`src/rtl/lpc_io_target_if.sv`:
```
// Pin-side and register-side signals of the LPC I/O target, bundled for port connection.
// master = host/peripheral environment, slave = the target engine.
interface lpc_io_target_if #(
  parameter int ADDR_BITS = 3
);
  logic                 lpc_frame;
  logic [3:0]           lpc_ad_in;
  logic [3:0]           lpc_ad_out;
  logic                 lpc_ad_oe;
  logic [ADDR_BITS-1:0] reg_addr;
  logic [7:0]           reg_wdata;
  logic                 reg_wr;
  logic                 reg_rd;
  logic [7:0]           reg_rdata;
  logic                 reg_ready;
  logic                 sync_err;

  modport master (
    output lpc_frame, lpc_ad_in, reg_rdata, reg_ready,
    input  lpc_ad_out, lpc_ad_oe, reg_addr, reg_wdata, reg_wr, reg_rd, sync_err
  );

  modport slave (
    input  lpc_frame, lpc_ad_in, reg_rdata, reg_ready,
    output lpc_ad_out, lpc_ad_oe, reg_addr, reg_wdata, reg_wr, reg_rd, sync_err
  );
endinterface

```
`src/rtl/lpc_io_target.sv`:
```
// LPC I/O-cycle target: decodes IORD/IOWR for one address window, issues single-strobe
// register accesses and answers with SYNC (wait/ready/error), read data and turnaround.
module lpc_io_target #(
  parameter logic [15:0] BASE_ADDR = 16'h03F8,
  parameter int          ADDR_BITS = 3,
  parameter int          MAX_WAIT  = 16,
  parameter bit          LONG_WAIT = 1'b1
) (
  input  logic           lpc_clk,
  input  logic           lpc_rst,
  lpc_io_target_if.slave bus
);
  localparam logic [3:0] WAIT_NIB = LONG_WAIT ? 4'b0110 : 4'b0101;

  typedef enum logic [3:0] {
    IDLE, CTDIR, ADDR0, ADDR1, ADDR2, ADDR3, WDATA0, WDATA1,
    TAR1, TAR2, SYNC, RDLO, RDHI, TTAR
  } state_t;

  state_t               state_reg, state_next;
  logic                 is_wr_reg, is_wr_next;
  logic [11:0]          addr_reg, addr_next;
  logic [3:0]           wlo_reg, wlo_next;
  logic [7:0]           rdata_reg, rdata_next;
  logic [7:0]           wait_reg, wait_next;
  logic [3:0]           ad_out_reg, ad_out_next;
  logic                 oe_reg, oe_next;
  logic                 wr_reg, wr_next;
  logic                 rd_reg, rd_next;
  logic                 err_reg, err_next;
  logic [ADDR_BITS-1:0] raddr_reg, raddr_next;
  logic [7:0]           wdata_reg, wdata_next;
  logic [15:0]          full_addr;
  logic                 hit;

  // Only meaningful in ADDR3, where addr_reg already holds the upper three nibbles.
  assign full_addr = {addr_reg, bus.lpc_ad_in};
  assign hit       = (full_addr[15:ADDR_BITS] == BASE_ADDR[15:ADDR_BITS]);

  always_comb begin
    state_next  = state_reg;
    is_wr_next  = is_wr_reg;
    addr_next   = addr_reg;
    wlo_next    = wlo_reg;
    rdata_next  = rdata_reg;
    wait_next   = wait_reg;
    raddr_next  = raddr_reg;
    wdata_next  = wdata_reg;
    ad_out_next = 4'hF;
    oe_next     = 1'b0;
    wr_next     = 1'b0;
    rd_next     = 1'b0;
    err_next    = 1'b0;

    // LFRAME# low restarts (START) or aborts any cycle in progress.
    if (!bus.lpc_frame && (state_reg != IDLE || bus.lpc_ad_in == 4'h0)) begin
      state_next = (bus.lpc_ad_in == 4'h0) ? CTDIR : IDLE;
    end else begin
      case (state_reg)
        IDLE: state_next = IDLE;
        CTDIR: begin
          wait_next  = 8'd0;
          is_wr_next = (bus.lpc_ad_in == 4'b0010);
          state_next = (bus.lpc_ad_in == 4'b0000 || bus.lpc_ad_in == 4'b0010) ? ADDR0 : IDLE;
        end
        ADDR0: begin
          addr_next  = {addr_reg[7:0], bus.lpc_ad_in};
          state_next = ADDR1;
        end
        ADDR1: begin
          addr_next  = {addr_reg[7:0], bus.lpc_ad_in};
          state_next = ADDR2;
        end
        ADDR2: begin
          addr_next  = {addr_reg[7:0], bus.lpc_ad_in};
          state_next = ADDR3;
        end
        ADDR3: begin
          if (hit) begin
            raddr_next = full_addr[ADDR_BITS-1:0];
            rd_next    = !is_wr_reg;
            state_next = is_wr_reg ? WDATA0 : TAR1;
          end else begin
            state_next = IDLE;
          end
        end
        WDATA0: begin
          wlo_next   = bus.lpc_ad_in;
          state_next = WDATA1;
        end
        WDATA1: begin
          wdata_next = {bus.lpc_ad_in, wlo_reg};
          wr_next    = 1'b1;
          state_next = TAR1;
        end
        TAR1: state_next = TAR2;
        TAR2, SYNC: begin
          oe_next = 1'b1;
          if (bus.reg_ready) begin
            ad_out_next = 4'b0000;
            if (!is_wr_reg) rdata_next = bus.reg_rdata;
            state_next = is_wr_reg ? TTAR : RDLO;
          end else if (wait_reg == 8'(MAX_WAIT)) begin
            ad_out_next = 4'b1010;
            err_next    = 1'b1;
            if (!is_wr_reg) rdata_next = 8'hFF;
            state_next = is_wr_reg ? TTAR : RDLO;
          end else begin
            ad_out_next = WAIT_NIB;
            wait_next   = wait_reg + 8'd1;
            state_next  = SYNC;
          end
        end
        RDLO: begin
          oe_next     = 1'b1;
          ad_out_next = rdata_reg[3:0];
          state_next  = RDHI;
        end
        RDHI: begin
          oe_next     = 1'b1;
          ad_out_next = rdata_reg[7:4];
          state_next  = TTAR;
        end
        TTAR: begin
          oe_next     = 1'b1;
          ad_out_next = 4'hF;
          state_next  = IDLE;
        end
        default: state_next = IDLE;
      endcase
    end
  end

  always_ff @(posedge lpc_clk or posedge lpc_rst) begin
    if (lpc_rst) begin
      state_reg  <= IDLE;
      is_wr_reg  <= 1'b0;
      addr_reg   <= '0;
      wlo_reg    <= '0;
      rdata_reg  <= '0;
      wait_reg   <= '0;
      ad_out_reg <= 4'hF;
      oe_reg     <= 1'b0;
      wr_reg     <= 1'b0;
      rd_reg     <= 1'b0;
      err_reg    <= 1'b0;
      raddr_reg  <= '0;
      wdata_reg  <= '0;
    end else begin
      state_reg  <= state_next;
      is_wr_reg  <= is_wr_next;
      addr_reg   <= addr_next;
      wlo_reg    <= wlo_next;
      rdata_reg  <= rdata_next;
      wait_reg   <= wait_next;
      ad_out_reg <= ad_out_next;
      oe_reg     <= oe_next;
      wr_reg     <= wr_next;
      rd_reg     <= rd_next;
      err_reg    <= err_next;
      raddr_reg  <= raddr_next;
      wdata_reg  <= wdata_next;
    end
  end

  assign bus.lpc_ad_out = ad_out_reg;
  assign bus.lpc_ad_oe  = oe_reg;
  assign bus.reg_addr   = raddr_reg;
  assign bus.reg_wdata  = wdata_reg;
  assign bus.reg_wr     = wr_reg;
  assign bus.reg_rd     = rd_reg;
  assign bus.sync_err   = err_reg;
endmodule

```
`src/flat_wrapper.sv`:
```
// flat-port wrapper written by rule: the top's interface ports become plain ports
module lpc_io_target_flat 
#(
  parameter logic [15:0] BASE_ADDR = 16'h03F8,
  parameter int          ADDR_BITS = 3,
  parameter int          MAX_WAIT  = 16,
  parameter bit          LONG_WAIT = 1'b1
)
  (lpc_clk, lpc_rst, bus_lpc_frame, bus_lpc_ad_in, bus_reg_rdata, bus_reg_ready, bus_lpc_ad_out, bus_lpc_ad_oe, bus_reg_addr, bus_reg_wdata, bus_reg_wr, bus_reg_rd, bus_sync_err);
  lpc_io_target_if #(.ADDR_BITS(ADDR_BITS)) bus_i ();
  input  logic lpc_clk;
  input  logic lpc_rst;
  input wire logic [$bits(bus_i.lpc_frame)-1:0] bus_lpc_frame;
  input wire logic [$bits(bus_i.lpc_ad_in)-1:0] bus_lpc_ad_in;
  input wire logic [$bits(bus_i.reg_rdata)-1:0] bus_reg_rdata;
  input wire logic [$bits(bus_i.reg_ready)-1:0] bus_reg_ready;
  output wire logic [$bits(bus_i.lpc_ad_out)-1:0] bus_lpc_ad_out;
  output wire logic [$bits(bus_i.lpc_ad_oe)-1:0] bus_lpc_ad_oe;
  output wire logic [$bits(bus_i.reg_addr)-1:0] bus_reg_addr;
  output wire logic [$bits(bus_i.reg_wdata)-1:0] bus_reg_wdata;
  output wire logic [$bits(bus_i.reg_wr)-1:0] bus_reg_wr;
  output wire logic [$bits(bus_i.reg_rd)-1:0] bus_reg_rd;
  output wire logic [$bits(bus_i.sync_err)-1:0] bus_sync_err;
  assign bus_i.lpc_frame = bus_lpc_frame;
  assign bus_i.lpc_ad_in = bus_lpc_ad_in;
  assign bus_i.reg_rdata = bus_reg_rdata;
  assign bus_i.reg_ready = bus_reg_ready;
  assign bus_lpc_ad_out = bus_i.lpc_ad_out;
  assign bus_lpc_ad_oe = bus_i.lpc_ad_oe;
  assign bus_reg_addr = bus_i.reg_addr;
  assign bus_reg_wdata = bus_i.reg_wdata;
  assign bus_reg_wr = bus_i.reg_wr;
  assign bus_reg_rd = bus_i.reg_rd;
  assign bus_sync_err = bus_i.sync_err;
  lpc_io_target #(.BASE_ADDR(BASE_ADDR), .ADDR_BITS(ADDR_BITS), .MAX_WAIT(MAX_WAIT), .LONG_WAIT(LONG_WAIT)) u_core (.lpc_clk(lpc_clk), .lpc_rst(lpc_rst), .bus(bus_i));
endmodule
```
`config.mk`:
```
export PLATFORM = sky130hd
export DESIGN_NAME = lpc_io_target_flat
export DESIGN_NICKNAME = d
export VERILOG_FILES = /design/src/rtl/lpc_io_target_if.sv /design/src/rtl/lpc_io_target.sv /design/src/flat_wrapper.sv
export SDC_FILE = /design/constraint.sdc
export NUM_CORES = 1
export LEC_CHECK = 0
export CORE_UTILIZATION = 30
export CTS_CLUSTER_SIZE = 14
export DETAILED_ROUTE_END_ITERATION = 16
export PLACE_DENSITY = 0.58
export SYNTH_ARGS = -nofsm -noshare
export SYNTH_HDL_FRONTEND = slang
export SYNTH_SLANG_ARGS = --single-unit
```
`constraint.sdc`:
```
create_clock -name lpc_clk -period 3.5 [get_ports lpc_clk]
set_input_delay 0.525 -clock lpc_clk [delete_from_list [all_inputs] [get_ports lpc_clk]]
set_output_delay 0.525 -clock lpc_clk [all_outputs]
set_load 0.05 [all_outputs]
```
=== Word level (Yosys, flattened, before mapping) ===
Index checks and enable logic that the tools add are counted.

* Add/subtract/negate cells: 1
* Equal/unequal tests: 18
* Mux-type cells: 31
* Bitwise operators: 2
* Reductions and logical operators: 19

{| class="wikitable"
|+ Operators with widths
! kind !! number
|-
| 8-bit two-way mux || 6
|-
| 4-bit case mux with 11 select lines || 1
|-
| 4-bit two-way mux || 8
|-
| 4-bit == test (second input constant) || 6
|-
| 4-bit by 3-bit == test with 1-bit output (second input constant) || 4
|-
| 8-bit case mux with 2 select lines || 1
|-
| 13-bit by 7-bit == test with 1-bit output (second input constant) || 1
|-
| 4-bit by 2-bit == test with 1-bit output (second input constant) || 3
|-
| 1-bit two-way mux || 12
|-
| 4-bit case mux with 3 select lines || 1
|-
| 8-bit by 1-bit adder with 8-bit output (second input constant) || 1
|-
| 8-bit by 5-bit == test with 1-bit output (second input constant) || 1
|-
| 2-bit AND reduction || 4
|-
| 4-bit AND reduction || 2
|-
| 5-bit OR reduction || 1
|-
| 4-bit by 1-bit == test with 1-bit output (second input constant) || 1
|-
| 4-bit logical NOT || 1
|-
| 2-bit != test (second input constant) || 2
|-
| 2-bit nonzero test || 2
|-
| 4-bit nonzero test || 1
|-
| 3-bit two-way mux || 1
|-
| 3-bit AND reduction || 1
|-
| 3-bit OR reduction || 1
|-
| 1-bit logical NOT || 2
|-
| other kinds (5) || 7
|}

* Register bits: 56
* Output and inout bits: 19
* Word-level logic and storage cells: 84

=== Logic depth before layout (Yosys ltp) ===
* Depth in word-level cells: 5
* Gate-level depth with buffers: 9
* Gate-level depth less buffers: 7

=== Worst setup path after synthesis ===
OpenSTA, ideal clock, no wires.

* Path kind: register -> register
* Start: reg u_core.state_reg[0]
* End: reg u_core.wait_reg[6]
* Arrival time: 2.122 ns
* Required time: 3.410 ns
* Setup slack: 1.289 ns
* Cell stages (with the launch flop): 10
* Cell sequence: dfrtp_1 buf_4 xnor2_1 or3_1 buf_2 o31a_1 buf_6 or3_1 buf_6 o31ai_4

* Word-level cells in the longest chain between the ends: 5
* Elaborated cells on any way between the ends: 13
* Classes of those cells: eq/ne (5); mux (1); bitwise (1); reduce/logical (6)

{| class="wikitable"
|+ Ends and longest elaborated chain
! element !! line !! source
|-
| start, declared || lpc_io_target.sv:20 || <nowiki>state_t state_reg, state_next;</nowiki>
|-
| start signal, assigned || lpc_io_target.sv:150 || <nowiki>state_reg <= state_next;</nowiki>
|-
| branches (longest 5 deep; another with 4-bit == test) || - ||
|-
| end signal, assigned || lpc_io_target.sv:155 || <nowiki>wait_reg <= wait_next;</nowiki>
|-
| end, declared || lpc_io_target.sv:25 || <nowiki>logic [7:0] wait_reg, wait_next;</nowiki>
|}

Parallel ways; which one is timed is not known.
A chain may end at the register's enable or synchronous reset.

=== Worst setup path in the final report ===
* Start: reg u_core.state_reg[1]
* End: reg u_core.wait_reg[6]

The elaborated chain is that of the path after synthesis.

==> results.json <==
{
  "status": "complete, no violations",
  "min_from": "u_core.addr_reg[11]",
  "critPathKind": "reg -> reg",
  "cp_common_cell": "or3_1",
  "setup_ws_ns": 0.893,
  "die_w_um": 95.7,
  "rsz0062_at_grt": "false",
  "crit_end": "u_core.wait_reg[6]",
  "startpoint": "u_core.state_reg[1]",
  "synth_warnings": 0,
  "diodes": 0,
  "fin_skew_ns": 0.00604,
  "worstSkewPairLatency_ns": 0.31,
  "endpoint_kind": "flop",
  "setup_violations": 0,
  "critical_path.max_stage_delay_ns": 0.55,
  "powerDensity_mw_per_mm2": 406,
  "period_needed_ns": 2.61,
  "rr_worst_depth": 5,
  "syn_nets": 260,
  "wl_per_cell_um": 14.1,
  "critPathTopFamily": "simple AND/OR/NAND/NOR gates",
  "dp_slack_ns": 0.786,
  "setup_tns_ns": 0,
  "grt_pass1_wl_um": 8960,
  "cts_buffer_depth": 2,
  "stdcell_count": 382,
  "cp.arrival_ns": 2.84,
  "worst_slew_pin_slew_ns": 0.760,
  "cts_buffers": 5,
  "dr.pass1.iters": 4,
  "cts_sinks": 56,
  "drc_errors": 0,
  "antenna_found_initial": 0,
  "clock.fmax_mhz": 384,
  "rows": 33,
  "synthCells": 242,
  "drive_gt1_share_pct": 18.4,
  "reg2reg_to": "u_core.wait_reg[6]",
  "vias_per_cell": 5.08,
  "path_cells": "xnor2_1 -> or3_1 -> o31a_1 -> or3_1 -> o31ai_4",
  "ys_seq_elements": 56,
  "clkTransAtPathRegs_ns": 0.11,
  "ys_seq_area_share_pct": 53.4,
  "holdCritPathClass": "reg -> reg",
  "ys_types": 47,
  "power.leakage_nw": 1.35,
  "wirelength_um": 5370,
  "io-pin-count": 35,
  "slew_headroom_pct": 49.2,
  "cts_resized": 0,
  "cts_tree": "built",
  "synthFlopType": "dfrtp_1",
  "synth_edf_count": 0,
  "post-route-period-util_pct": 74.5,
  "grt_use_total_pct": 12.6,
  "syn_avg_cell_area_sq_um": 10.9,
  "die_area_sq_mm": 0.00916,
  "start_util_pct": 31.6,
  "route.vias.total": 1942,
  "grt_pass1_vias": 1917,
  "placed_cell_area_sq_mm": 0.00309,
  "async_flop_share_pct": 100,
  "critPathBufInv": 0,
  "ff2ff_setup_slack_ns": 0.89,
  "placeableCoreArea_sq_mm": 0.00834,
  "start_kind": "flop",
  "finalNetCount": 294,
  "grt_overflow_total": 0,
  "gp_congestion": 0.782,
  "cp.depth": 5,
  "cp_max_fo": 15,
  "die_y_um": 95.7,
  "cp.required_ns": 3.73,
  "syn2layout_area_growth_pct": 20.8,
  "place.port_buffers": 34,
  "drt-initial-drc-count": 76,
  "crit_slowest_cell": "dfrtp_1",
  "final-hold-violation-count": 0,
  "postCtsSetupBuffers": 0,
  "maxSlewViolCount": 0,
  "ant_nets": 0,
  "largest_register_ffs": 12,
  "final_cell_area_sq_mm": 0.00318,
  "htree_levels": 2,
  "hold_buffers": 0,
  "synth.cell_area_sq_mm": 0.00264,
  "placed_cells": 374,
  "hpwl_um": 3800,
  "rr_startpoint": "u_core.state_reg[1]",
  "grt_max_degree": 57,
  "cts_root_buf": "clkbuf_8",
  "vdd_drop_max_mv": 0.168,
  "drv_cap": 0
}
-- final cells by class --
cell class	count	area, sq um
timing repair buffer	39	390
tap	105	131
fill	843	5160
clock buffer	5	68.8
multi-input combinational	158	1100
clock inverter	3	27.5
inverter	16	60.1
sequential	56	1410
-- cell usage in the layout (no fill, tap or decap), types with 6 or more instances in the layout --
master           count
nor3_1               7
inv_1               14
clkdlybuf4s50_1     34
o31ai_1              6
nor2_1              10
o21ai_0             25
mux2_2              27
dfrtp_1             52
a21oi_1              7
nand2_1             17
-- report_power, final --
group	leakage [nW]	switching, mW	internal (mW)
combinational	0.565	0.0893	0.0690
clock	0.0463	0.225	0.147
sequential	0.744	0.0504	0.712
-- how the worst min path moves through the flow --
stage | endpoint | depth (start not counted) | slack [ns]
2_1_floorplan | u_core.wait_reg[7] | 1 | 0.47
6_report | u_core.addr_reg[11] | 1 | 0.52
4_1_cts | u_core.addr_reg[11] | 1 | 0.52
5_1_grt | u_core.addr_reg[10] | 1 | 0.53
3_5_place_dp | u_core.addr_reg[11] | 1 | 0.49
3_3_place_gp | u_core.bus.reg_wdata[0] | 1 | 0.48
-- cell usage after synthesis, drive strengths merged, types with 2 or more instances --
master	n	share of area [%]
a211oi	2	0.57
a21oi	7	1.3
a22oi	3	0.85
a31oi	5	1.2
and2	3	0.71
and3	3	0.71
buf	5	1.6
clkbuf	7	1.0
dfrtp	52	49
dfstp	4	4.0
ha	2	0.95
inv	16	2.3
mux2	27	12
nand2	17	2.4
nand2b	2	0.47
nand3	3	0.57
nor2	10	1.4
nor2b	5	1.2
nor3	7	1.3
nor4	3	0.71
o211ai	2	0.57
o21ai	26	4.9
o31ai	9	3.5
or3	5	1.2
-- worst register-to-register path, cell delays in order, from the launching register on --
cell and delay (ns):
dfrtp_1 0.55, xnor2_1 0.19, or3_1 0.54, o31a_1 0.48, or3_1 0.53, o31ai_4 0.25
-- cell families (layout without fill, tap and decap cells) --
family / count (synthesis) / in the layout / share of synthesized area [%]
compound gates: 64 / 64 / 16.3
simple gates: 64 / 64 / 12.6
flops: 56 / 56 / 53.4
buf+inv: 28 / 63 / 4.89
mux: 27 / 27 / 11.5
fa+ha+maj: 2 / 2 / 0.950
xor+xnor: 1 / 1 / 0.332
-- routing by layer --
| layer | vias up | share of wire [%] | routed length [um] | track usage, % |
|---|---|---|---|---|
| met5 | - | 0 | 0 | 0 |
| met4 | 0 | 0.69 | 37 | 3.73 |
| met3 | 5 | 4.8 | 256 | 2.84 |
| met2 | 48 | 46 | 2490 | 19.9 |
| met1 | 950 | 48 | 2580 | 17.2 |
| li1 | 939 | - | - | - |
-- through the flow --
| step | utilization [%] | hold WS (ns) | power [mW] |
|---|---|---|---|
| final | 38.2 | 0.515 | 1.29 |
| after global routing | 38.2 | 0.530 | 1.36 |
| after detailed placement | 37.0 | 0.492 | 0.936 |
| after CTS | 38.2 | 0.516 | 1.31 |
| after floorplan | - | 0.466 | 0.871 |
| after global placement | 37.0 | 0.483 | 0.929 |
No activity file was read; power rests on OpenSTA's default activity.
==> variant (same flow settings) <==
`MAX_WAIT` is set to 16 in 2 places; all go to 12.
--- a/src/rtl/lpc_io_target.sv
+++ b/src/rtl/lpc_io_target.sv
@@ -3,7 +3,7 @@
 module lpc_io_target #(
   parameter logic [15:0] BASE_ADDR = 16'h03F8,
   parameter int          ADDR_BITS = 3,
-  parameter int          MAX_WAIT  = 16,
+  parameter int          MAX_WAIT  = 12,
   parameter bit          LONG_WAIT = 1'b1
 ) (
   input  logic           lpc_clk,
--- a/src/flat_wrapper.sv
+++ b/src/flat_wrapper.sv
@@ -3,7 +3,7 @@
 #(
   parameter logic [15:0] BASE_ADDR = 16'h03F8,
   parameter int          ADDR_BITS = 3,
-  parameter int          MAX_WAIT  = 16,
+  parameter int          MAX_WAIT  = 12,
   parameter bit          LONG_WAIT = 1'b1
 )
   (lpc_clk, lpc_rst, bus_lpc_frame, bus_lpc_ad_in, bus_reg_rdata, bus_reg_ready, bus_lpc_ad_out, bus_lpc_ad_oe, bus_reg_addr, bus_reg_wdata, bus_reg_wr, bus_reg_rd, bus_sync_err);
Behaviour: same outputs for any inputs over 10 cycles, from zero or initial values and one cycle with lpc_rst high; that may be too few to reach the edited logic, so the function may still have changed.
==> variant against the unedited design <==
  * Non-clock buffer count fell by 3
  * Sequential cell count stayed put
  * Global-route usage increased by 0.93 points
  * Design area decreased by 0.12%
  * Utilization shrank 0.23 points
  * Register-to-register slack improved by 420 ps
  * Setup slack gained 330 ps
  * Critical path type is now input pin to register
  * Area after synthesis up 0.57%
  * Sequential share of layout area rose by 0.052 points
  * Routed wire length is 1.1% higher
  * Hold slack worse by 43 ps
Power is not compared: it rests on default switching activity, and its combinational part moved more than twofold at a synthesized area within 25%.
==> variant: results (changes against the unedited design) <==
metric	value	unit	change
drt-vias-per-instance	5.10		+0.24%
post_dp_cell_area	3090	sq um	unchanged
min_path_type	register to register		
met2_usage	0.208		+0.00923
async_flop_share	1.00		unchanged
cts_setup_buffers	0		unchanged
tightest_slew	820	ps	+60.6 ps
grt_pass1_vias	1997		+4.2%
clock-root-buffer	clkbuf_8		
largest_reg_flops	12		unchanged
grt_max_degree	38		-33%
fill_cells	817		-3.1%
synth_fa_ha_area_frac	0.00944		-0.0000538
seqCellArea	1410	sq um	unchanged
dp_cells	378		+1.1%
grt_pass1_wl	9510	um	+6.1%
grt.met1_usage	0.185		+0.0133
synth_warnings	0		unchanged
synth_xor_area_frac	0.00331		-0.0000188
drt_iter0_markers	157		+110%
cts.repair.resized	0		unchanged
first_pass_iters	4		unchanged
critPathMaxFanout	6		-9
grtUsageMet3	0.0284		unchanged
synthMuxAreaShare	0.119		+0.00360
diodes	0		unchanged
wl_met3	238	um	-7.0%
wirelength	5430	um	+1.1%
place_congestion	0.794		+1.6%
wl_met1	2650	um	+2.6%
drive_above_1_share	0.0961		-0.0880
io_buffer_count	34		unchanged
avgSynthCellArea	10.7	sq um	-1.9%
skew	4.01	ps	-2.03 ps
antenna_found_initial	0		unchanged
status	completed		
grtUsageTotal	0.135		+0.00935
hold_buffers	0		unchanged
p_leak	1.44	nW	
ys_seq_area_frac	0.531		-0.00302
clk_pin_slew_worst_paths	90	ps	-20 ps
synth_fp_nets	266		+2.3%
synth-compound-area-share	0.115		-0.0481
clk_latency	300	ps	
instances_no_fill	386		+1.0%
wl_met2	2450	um	-1.7%
ys_top_cells_by_area	dfrtp_1 (49%), mux2_1 (8.9%), dfstp_2 (4.0%)		
synthDistinctLibCells	45		-4.3%
cts_buffers	5		unchanged
fin_nets	298		+1.4%
top_layer_used	met4		
arrival	2470	ps	-370 ps
clockBufferDepth	2		unchanged
synthTopCellsByCount	dfrtp_1 (52), mux2_1 (21), nor2_1 (21)		
h-tree-depth	2		unchanged
irDropWorstVdd	0.225	mV	
synth_edf_count	0		unchanged
dp_hpwl	3900	um	+2.6%
==> variant: final cells by class <==
type | instances | area share
flip-flops and latches | 56 | 0.442
multi-input cells | 169 | 0.362
repair buffers | 36 | 0.112
well taps | 105 | 0.0413
clock buffers | 6 | 0.0260
inverters | 12 | 0.0142
clock inverters | 2 | 0.00315
==> variant: worst paths after layout <==
| path | from | end | slack, ps | cells after the start |
|---|---|---|---|---|
| min reg2reg | u_core.wait_reg[7]$_DFFE_PP0P_ | u_core.wait_reg[7]$_DFFE_PP0P_ | 470 | 1 |
| min | u_core.wait_reg[7]$_DFFE_PP0P_ | u_core.wait_reg[7]$_DFFE_PP0P_ | 470 | 1 |
| max | bus_lpc_ad_in[1] | u_core.bus.reg_addr[2]$_DFFE_PP0P_ | 1220 | 6 |
| min in group asynchronous | lpc_rst | u_core.bus.reg_wdata[1]$_DFFE_PP0P_ | 520 | 2 |
| max in group asynchronous | lpc_rst | u_core.bus.lpc_ad_out[1]$_DFF_PP1_ | 2140 | 3 |
| max reg2reg | u_core.state_reg[2]$_DFF_PP0_ | u_core.bus.reg_addr[2]$_DFFE_PP0P_ | 1310 | 6 |
==> variant: worst max-delay path, cell delays in order <==
cell	delay (ps)
clkdlybuf4s50_1	550
nor4_1	530
nor2_1	100
nor2_1	340
nor2_4	100
mux2_1	320
==> variant: per-stage QoR <==
stage               power, mW  setup WS [ps]
finish                   1.08           1220
global route             1.14           1030
CTS                      1.10           1180
detailed placement      0.737            873
global placement        0.736            889
floorplan               0.702           1540
==> variant: report_power, final <==
part / internal (mW) / switching [mW] / leakage [nW]
registers: 0.652 / 0.00621 / 0.766
logic: 0.0258 / 0.0381 / 0.625
clock network: 0.158 / 0.197 / 0.0510
